### src/rtl/sonuc_toplayici_if.sv
// Result-stream bus between the upstream checker, the result collector and its sink.
// slave is the collector's view; master is the view of whoever drives the stream and sink.
interface sonuc_toplayici_if #(
   parameter int WORD_WIDTH = 7,
   parameter int CW         = 5
);
   logic                  i_valid;
   logic [WORD_WIDTH-1:0] i_data;
   logic                  i_frame_done;
   logic                  i_ready;
   logic                  o_valid;
   logic [WORD_WIDTH-2:0] o_data;
   logic                  o_err;
   logic                  o_frame_valid;
   logic [CW-1:0]         o_frame_words;
   logic [CW-1:0]         o_frame_errs;
   logic                  o_frame_pass;
   logic                  o_overflow;

   modport master (
      output i_valid, i_data, i_frame_done, i_ready,
      input  o_valid, o_data, o_err, o_frame_valid, o_frame_words, o_frame_errs,
             o_frame_pass, o_overflow
   );

   modport slave (
      input  i_valid, i_data, i_frame_done, i_ready,
      output o_valid, o_data, o_err, o_frame_valid, o_frame_words, o_frame_errs,
             o_frame_pass, o_overflow
   );
endinterface

### src/rtl/sonuc_toplayici.sv
// Result collector: buffers {err,data} words for a valid/ready sink and publishes
// a one-cycle pass/fail summary of each frame on the frame-done strobe.
module sonuc_toplayici #(
   parameter int WORD_WIDTH = 7,
   parameter int FRAME_LEN  = 16,
   parameter int FIFO_DEPTH = 8,
   parameter int CW         = 5
) (
   input logic               i_clk,
   input logic               i_rstn,
   sonuc_toplayici_if.slave  bus
);
   localparam int              AW           = $clog2(FIFO_DEPTH);
   localparam logic [AW:0]     FULL_COUNT   = FIFO_DEPTH[AW:0];
   localparam logic [CW-1:0]   CNT_MAX      = '1;
   localparam logic [CW-1:0]   FRAME_TARGET = FRAME_LEN[CW-1:0];

   typedef enum logic [1:0] {IDLE, COLLECT, REPORT} state_t;

   state_t                state;
   logic [WORD_WIDTH-1:0] mem [FIFO_DEPTH];
   logic [AW-1:0]         wr_ptr;
   logic [AW-1:0]         rd_ptr;
   logic [AW:0]           count;
   logic [CW-1:0]         words;
   logic [CW-1:0]         errs;
   logic [CW-1:0]         words_next;
   logic [CW-1:0]         errs_next;
   logic                  full;
   logic                  empty;
   logic                  accept;
   logic                  drop;
   logic                  pop;
   logic                  word_err;
   logic                  overflow_next;

   // Full is judged on the occupancy before this cycle's read, so a read never rescues a write.
   assign full          = (count == FULL_COUNT);
   assign empty         = (count == '0);
   assign accept        = bus.i_valid & ~full;
   assign drop          = bus.i_valid & full;
   assign pop           = ~empty & (~bus.o_valid | bus.i_ready);
   assign word_err      = bus.i_data[WORD_WIDTH-1];
   assign overflow_next = bus.o_overflow | drop;

   always_comb begin
      words_next = words;
      errs_next  = errs;
      if (accept) begin
         if (words != CNT_MAX) words_next = words + 1'b1;
         if (word_err && (errs != CNT_MAX)) errs_next = errs + 1'b1;
      end
   end

   always_ff @(posedge i_clk) begin
      if (accept) mem[wr_ptr] <= bus.i_data;
   end

   always_ff @(posedge i_clk) begin
      if (!i_rstn) begin
         wr_ptr      <= '0;
         rd_ptr      <= '0;
         count       <= '0;
         bus.o_valid <= 1'b0;
         bus.o_data  <= '0;
         bus.o_err   <= 1'b0;
      end else begin
         if (accept) wr_ptr <= wr_ptr + 1'b1;
         if (pop) rd_ptr <= rd_ptr + 1'b1;
         case ({accept, pop})
            2'b10:   count <= count + 1'b1;
            2'b01:   count <= count - 1'b1;
            default: count <= count;
         endcase
         if (pop) begin
            bus.o_valid              <= 1'b1;
            {bus.o_err, bus.o_data}  <= mem[rd_ptr];
         end else if (bus.i_ready) begin
            bus.o_valid <= 1'b0;
         end
      end
   end

   // A word or drop landing in the REPORT cycle already belongs to the next frame.
   always_ff @(posedge i_clk) begin
      if (!i_rstn) begin
         state             <= IDLE;
         words             <= '0;
         errs              <= '0;
         bus.o_overflow    <= 1'b0;
         bus.o_frame_valid <= 1'b0;
         bus.o_frame_words <= '0;
         bus.o_frame_errs  <= '0;
         bus.o_frame_pass  <= 1'b0;
      end else begin
         bus.o_frame_valid <= 1'b0;
         case (state)
            IDLE, COLLECT: begin
               words          <= words_next;
               errs           <= errs_next;
               bus.o_overflow <= overflow_next;
               if (bus.i_frame_done) begin
                  state             <= REPORT;
                  bus.o_frame_valid <= 1'b1;
                  bus.o_frame_words <= words_next;
                  bus.o_frame_errs  <= errs_next;
                  bus.o_frame_pass  <= (errs_next == '0) && (words_next == FRAME_TARGET)
                                       && !overflow_next;
               end else if (accept) begin
                  state <= COLLECT;
               end
            end
            REPORT: begin
               words          <= CW'(accept);
               errs           <= CW'(accept & word_err);
               bus.o_overflow <= drop;
               state          <= accept ? COLLECT : IDLE;
            end
            default: state <= IDLE;
         endcase
      end
   end
endmodule

### src/flat_wrapper.sv
// flat-port wrapper written by rule: the top's interface ports become plain ports
module sonuc_toplayici_flat 
#(
   parameter int WORD_WIDTH = 7,
   parameter int FRAME_LEN  = 16,
   parameter int FIFO_DEPTH = 8,
   parameter int CW         = 5
)
  (i_clk, i_rstn, bus_i_valid, bus_i_data, bus_i_frame_done, bus_i_ready, bus_o_valid, bus_o_data, bus_o_err, bus_o_frame_valid, bus_o_frame_words, bus_o_frame_errs, bus_o_frame_pass, bus_o_overflow);
  sonuc_toplayici_if #(.WORD_WIDTH(WORD_WIDTH), .CW(CW)) bus_i ();
  input logic i_clk;
  input logic i_rstn;
  input wire logic [$bits(bus_i.i_valid)-1:0] bus_i_valid;
  input wire logic [$bits(bus_i.i_data)-1:0] bus_i_data;
  input wire logic [$bits(bus_i.i_frame_done)-1:0] bus_i_frame_done;
  input wire logic [$bits(bus_i.i_ready)-1:0] bus_i_ready;
  output wire logic [$bits(bus_i.o_valid)-1:0] bus_o_valid;
  output wire logic [$bits(bus_i.o_data)-1:0] bus_o_data;
  output wire logic [$bits(bus_i.o_err)-1:0] bus_o_err;
  output wire logic [$bits(bus_i.o_frame_valid)-1:0] bus_o_frame_valid;
  output wire logic [$bits(bus_i.o_frame_words)-1:0] bus_o_frame_words;
  output wire logic [$bits(bus_i.o_frame_errs)-1:0] bus_o_frame_errs;
  output wire logic [$bits(bus_i.o_frame_pass)-1:0] bus_o_frame_pass;
  output wire logic [$bits(bus_i.o_overflow)-1:0] bus_o_overflow;
  assign bus_i.i_valid = bus_i_valid;
  assign bus_i.i_data = bus_i_data;
  assign bus_i.i_frame_done = bus_i_frame_done;
  assign bus_i.i_ready = bus_i_ready;
  assign bus_o_valid = bus_i.o_valid;
  assign bus_o_data = bus_i.o_data;
  assign bus_o_err = bus_i.o_err;
  assign bus_o_frame_valid = bus_i.o_frame_valid;
  assign bus_o_frame_words = bus_i.o_frame_words;
  assign bus_o_frame_errs = bus_i.o_frame_errs;
  assign bus_o_frame_pass = bus_i.o_frame_pass;
  assign bus_o_overflow = bus_i.o_overflow;
  sonuc_toplayici #(.WORD_WIDTH(WORD_WIDTH), .FRAME_LEN(FRAME_LEN), .FIFO_DEPTH(FIFO_DEPTH), .CW(CW)) u_core (.i_clk(i_clk), .i_rstn(i_rstn), .bus(bus_i));
endmodule
### config.mk
export PLATFORM = sky130hd
export DESIGN_NAME = sonuc_toplayici_flat
export DESIGN_NICKNAME = d
export VERILOG_FILES = /design/src/rtl/sonuc_toplayici_if.sv /design/src/rtl/sonuc_toplayici.sv /design/src/flat_wrapper.sv
export SDC_FILE = /design/constraint.sdc
export NUM_CORES = 1
export LEC_CHECK = 0
export BUFFER_PORTS_ARGS = -buffer_cell sky130_fd_sc_hd__buf_2
export CAP_MARGIN = 15
export CORE_MARGIN = 10
export CORE_UTILIZATION = 30
export CTS_BUF_LIST = sky130_fd_sc_hd__clkbuf_4 sky130_fd_sc_hd__clkbuf_8
export CTS_CLUSTER_SIZE = 20
export DETAILED_ROUTE_END_ITERATION = 16
export PLACE_DENSITY = 0.49
export REMOVE_ABC_BUFFERS = 1
export SETUP_SLACK_MARGIN = 0.1
export SKIP_LAST_GASP = 1
export SLEW_MARGIN = 20
export SYNTH_ARGS = -nofsm -noshare
export SYNTH_HDL_FRONTEND = slang
export SYNTH_SLANG_ARGS = --single-unit
### constraint.sdc
create_clock -name i_clk -period 5.8 [get_ports i_clk]
set_input_delay 1.16 -clock i_clk [delete_from_list [all_inputs] [get_ports i_clk]]
set_output_delay 1.16 -clock i_clk [all_outputs]
set_load 0.01 [all_outputs]
# Word-level counts from Yosys, hierarchy flattened
# Memories as Yosys holds them, arrays and structs flattened. A register that Yosys moved wholly into a read port is not among the register bits.
# Cells that the tools add are included.
# totals
ff_bits,36
mem_bits_rw,56
inputBits,12
elab_cells,68
memories,1
# memory_table
name,words,width,rd,rd_clocked_by_memory_dff,write_ports,line,text
u_core.mem,8,7,1,1,1,sonuc_toplayici.sv:21,logic [WORD_WIDTH-1:0] mem [FIFO_DEPTH];
# op_classes
n_addsub,6
eq_ne,9
mux,17
bitwise,9
n_reduce_logical,14
# ops
operator,n
two-way mux 5 bit,4
one-hot mux 5 bit (2 select lines),2
"adder 5 x 1 -> 5 bit, second input constant",2
"inequality test 5 bit, second input constant",2
one-hot mux 4 bit (2 select lines),1
"adder 3 x 1 -> 3 bit, second input constant",2
two-way mux 1 bit,6
nonzero test 2 bit,3
"== test 5 bit, second input constant",1
logical NOT 5 bit,1
"adder 4 x 1 -> 4 bit, second input constant",1
bitwise AND 1 bit,4
"== test 2 x 1 -> 1 bit, second input constant",2
"== test 2 bit, second input constant",2
"== test 4 bit, second input constant",1
logical NOT 4 bit,1
two-way mux 2 bit,2
one-hot mux 2 bit (2 select lines),1
AND reduction 2 bit,2
"subtractor 4 x 1 -> 4 bit, second input constant",1
logical AND 1 bit,3
"inequality test 3 x 2 -> 1 bit, second input constant",1
NOT 1 bit,3
logical NOT 1 bit,2
other kinds (4),5

# Logic depth before layout (Yosys ltp)
# logic_depth
depth_word,7
ltp_mapped,12

# Worst setup path before layout
# No wires, ideal clock.
# synth_path
kind,input-to-reg
from,input bus_i_ready
to,register u_core.count[3]
setup_ps,76
t_arrival_ps,3235
slack_ps,2490
cell_stages,11
n_path_buf,2
cell_sequence,nand2b_1 nor2b_1 clkbuf_1 clkbuf_1 ha_1 ha_1 a21o_1 a21oi_1 xnor2_1 or3_1 a21boi_0
# synth_via
elab_chain_len,4
word_cells_on_any_way,6
# synth_lines
item,line,text
from (decl),flat_wrapper.sv:16,input wire logic [$bits(bus_i.i_ready)-1:0] bus_i_ready;
OR 1 bit *,sonuc_toplayici.sv:42,assign pop = ~empty & (~bus.o_valid | bus.i_ready);
bitwise AND 1 bit *,sonuc_toplayici.sv:42,
named net u_core.pop,sonuc_toplayici.sv:33,logic pop;
== test 2 x 1 -> 1 bit / == test 2 bit (equally long branches),sonuc_toplayici.sv:70,"case ({accept, pop})"
one-hot mux 4 bit (2 select lines) / nonzero test 2 bit (equally long branches),-,
to (signal assigned),sonuc_toplayici.sv:71,2'b10: count <= count + 1'b1;
to (signal assigned),sonuc_toplayici.sv:72,2'b01: count <= count - 1'b1;
to (signal assigned),sonuc_toplayici.sv:73,default: count <= count;
to (decl),sonuc_toplayici.sv:24,logic [AW:0] count;
# The timed path passes the listed nets; every way through them passes the cells marked *.
# A chain may end at the register's enable or synchronous reset.

# Worst setup path in the final report
# layout_path
from,input bus_i_valid
to,register u_core.count[3]
# layout_via
elab_chain_len,3
word_cells_on_any_way,5
# layout_lines
item,line,text
from (decl),flat_wrapper.sv:13,input wire logic [$bits(bus_i.i_valid)-1:0] bus_i_valid;
bitwise AND 1 bit *,sonuc_toplayici.sv:40,assign accept = bus.i_valid & ~full;
== test 2 x 1 -> 1 bit / == test 2 bit (equally long branches),sonuc_toplayici.sv:70,
one-hot mux 4 bit (2 select lines) / nonzero test 2 bit (equally long branches),-,
# Every way passes the cells marked *; elsewhere a longest branch is shown, timed or not.

==> run_results.csv <==
group,metric,value,unit
timing,worst_pin_slew,0.811,ns
clock_tree,num_cts_buffers,9,
setup_path,path_max_fanout,11,
timing,final-setup-viol-count,0,
timing,final_period_utilization,50.3,%
finish,num-fill-cells,1386,
yosys,ys.warnings.count,0,
routing,antenna_left,0,
clock_tree,cts_repair_resize_count,0,
setup_path,worst-r2r-cell-count,8,
routing,routed_wirelength,8.63,mm
routing,post-route-drc-count,0,
yosys,synth_enable_flop_cells,56,
power_and_ir_drop,leakagePower,1.76,nW
timing,max_freq,342,MHz
timing,report.final.hold_viol_count,0,
timing,timing.setup.tns,0,ns
setup_path,criticalPathCategory,"input port to flop",
global_route,grt_first_pass_wirelength,14.2,mm
worst_hold_path,hold_path_class,"flop to flop",
timing,final.min_clock_period,2.92,ns
outcome,outcome,"finished clean",
die,chipHeight,139,um
clock_tree,cts_buffer_depth,2,
global_route,grt_util_all_layers,9.17,%
timing,finalMaxSlewViolations,0,
run,timing.max_cap.violations,0,
clock_tree,cts.root.buffer_cell,"sky130_fd_sc_hd__clkbuf_8",
yosys,syn-instance-count,324,
yosys,post_synth_instance_area,0.00424,sq mm
die,initial_utilization,30.5,%
clock_tree,h-tree-depth,3,
timing,relSlewSlack,45.7,%
clock_tree,clock-sinks,99,
placement,dp.final_hpwl,5.77,mm
timing,maximum_clock_skew_at_final_layout,0.00872,ns
finish,layout-drive-gt1-share,21.5,%
setup_path,worst_setup_path_end_kind,"flop",
finish,finalNetCount,374,
finish,syn_to_final_growth,13.0,%
yosys,synth_async_sr_flop_share,0,%
worst_hold_path,depth_of_the_worst_hold_timing_path,2,
yosys,synth.avg_cell_area,13.1,sq um
die,die_w,139,um
global_route,grt_use_met1,11.6,%
clock_tree,worst_setup_hold_path_clk_slew,0.09,ns
global_route,grt_util_met2,14.4,%
routing,vias_per_cell,4.81,
clock_tree,worst_skew_pair.late_latency,0.37,ns
die,fp.coreArea,0.0139,sq mm
global_route,top_usage_layer,"met2",
clock_tree,cts_tree,"built",
die,io_pins,33,
global_route,grt_antenna_before_repair,0,
yosys,seq_area_frac_synth,60.0,%
power_and_ir_drop,power_density,388,mW/mm^2
routing,vias,2588,
global_route,grt_overflow_total,0,
placement,io_buffers,32,
setup_path,cp_launch_type,"input port",
global_route,first_global_vias,2597,
routing,drtPass1Iterations,4,
power_and_ir_drop,irDropWorstVdd,143,uV
global_route,pin_count_of_the_biggest_net_entering_global_routing,32,
die,die-area,0.0193,sq mm
global_route,use_met3,1.82,%
placement,globalplace.congestion,0.763,
timing,grt_setup_unrepaired,"false",
die,rows,43,
power_and_ir_drop,final_total_pwr,1.86,mW
routing,detail_route.wl_per_cell,16.0,um
finish,diodes,0,
yosys,synth-main-ff-cell,"sky130_fd_sc_hd__edfxtp_1",
yosys,synthDistinctLibCells,47,
yosys,ys_seq_elements,99,
routing,1st_iter_drt_viols,180,
clock_tree,post-cts-setup-buffers,0,
setup_path,critPathArrivalTime,3.22,ns
clock_tree,postCtsHoldBufs,0,
setup_path,worst-endpoint-required,6.10,ns
## power breakdown
group	switching [mW]	total, mW	internal, mW
clock	0.252	0.459	0.207
combinational	0.238	0.484	0.246
sequential	0.0989	0.916	0.817
total	0.589	1.86	1.27
## critical path, stage by stage
cell and delay (ns):
sky130_fd_sc_hd__buf_2 0.10, sky130_fd_sc_hd__nor2b_2 0.39, sky130_fd_sc_hd__inv_4 0.13, sky130_fd_sc_hd__ha_1 0.25
sky130_fd_sc_hd__ha_1 0.29, sky130_fd_sc_hd__a21o_1 0.18, sky130_fd_sc_hd__a21oi_1 0.17, sky130_fd_sc_hd__xnor2_1 0.08
sky130_fd_sc_hd__or3_1 0.30, sky130_fd_sc_hd__a21boi_0 0.16
## cell usage after synthesis (all sizes together) (2+ instances only)
library cell / n / area share [%]
edfxtp: 56 / 40
dfxtp: 43 / 20
nand2: 25 / 2.2
o21ai: 21 / 2.5
clkbuf: 15 / 1.3
and2: 14 / 2.1
mux2i: 14 / 3.3
mux4: 14 / 7.4
nor2: 10 / 0.89
a21oi: 9 / 1.2
ha: 8 / 2.4
inv: 8 / 0.77
nand3: 8 / 0.94
nor2b: 7 / 1.1
o211a: 7 / 1.7
buf: 6 / 1.1
xnor2: 6 / 1.2
xor2: 6 / 1.2
a21boi: 5 / 0.89
and3: 5 / 0.74
nand2b: 5 / 0.74
nor3: 5 / 0.59
a211oi: 3 / 0.53
a22o: 3 / 0.62
nand4: 3 / 0.44
nand3b: 2 / 0.35
nor4: 2 / 0.30
nor4b: 2 / 0.77
o31ai: 2 / 0.47
## cells by family (layout without fill, tap and decap cells)
| family | after synthesis | count (layout) | synth area share (%) |
|---|---|---|---|
| buffers and inverters | 29 | 63 | 3.16 |
| DFF | 99 | 99 | 60.0 |
| muxes | 28 | 28 | 10.7 |
| adders and majority gates | 9 | 9 | 2.83 |
| and+or+nand+nor | 91 | 91 | 11.7 |
| AOI/OAI and AO/OA | 56 | 56 | 9.09 |
| xor gates and xnor gates | 12 | 12 | 2.48 |
## path summary, 6_finish.rpt
path | from | end | slack (ns)
max | bus_i_valid | u_core.count[3]$_SDFFE_PN0P_ | 2.88
max reg2reg | u_core.errs[0]$_SDFFE_PN0P_ | u_core.errs[3]$_SDFFE_PN0P_ | 3.18
min | u_core.bus.o_frame_errs[4]$_SDFFE_PN0P_ | u_core.bus.o_frame_errs[4]$_SDFFE_PN0P_ | 0.46
min reg2reg | u_core.bus.o_frame_errs[4]$_SDFFE_PN0P_ | u_core.bus.o_frame_errs[4]$_SDFFE_PN0P_ | 0.46
## layer usage
metal,share of wire (%),routed length (um)
met5,0,0
met4,2.4,204
met3,3.5,305
met2,47,4070
met1,47,4060
## stage by stage
step / cell area, sq um / setup slack [ns] / std cells / util, % / hold slack [ns]
floorplan: 4140 / 2.39 / 303 / - / 0.478
global placement: 4580 / 2.62 / 522 / 33.0 / 0.436
detailed placement: 4580 / 2.51 / 522 / 33.0 / 0.444
CTS: 4780 / 2.88 / 538 / 34.5 / 0.467
global route: 4790 / 2.78 / 538 / 34.5 / 0.498
finish: 4790 / 2.88 / 538 / 34.5 / 0.457
## layout make-up
type	instances	area, sq um	area share, %
clock buffers	9	124	2.59
clock inverters	7	81.3	1.70
inverters	8	32.5	0.679
multi-input cells	196	1570	32.8
flip-flops and latches	99	2540	53.1
well taps	180	225	4.70
repair buffers	39	213	4.44
## layout by cell type (no fill, tap or decap), drive strengths merged, types with 6 or more instances in the layout
master  instances
dfxtp          43
clkbuf          9
nor2b           7
nor2           10
inv            12
mux4           14
mux2i          14
o21ai          21
a21oi           9
nand2          25
o211a           7
ha              8
buf            39
xor2            6
xnor2           6
and2           14
nand3           8
edfxtp         56
## sequential cells by signal (all words and copies together), names as in the netlist
| register | count |
|---|---|
| u_core.mem | 56 |
| u_core.bus.o_data | 6 |
| u_core.bus.o_frame_errs | 5 |
| u_core.bus.o_frame_words | 5 |
| u_core.errs | 5 |
| u_core.words | 5 |
| u_core.count | 4 |
| u_core.rd_ptr | 3 |
| u_core.wr_ptr | 3 |
| u_core.state | 2 |
| u_core.bus.o_err | 1 |
| u_core.bus.o_frame_pass | 1 |
| u_core.bus.o_frame_valid | 1 |
| u_core.bus.o_overflow | 1 |
| u_core.bus.o_valid | 1 |
Power figures use the tool's default switching activity.
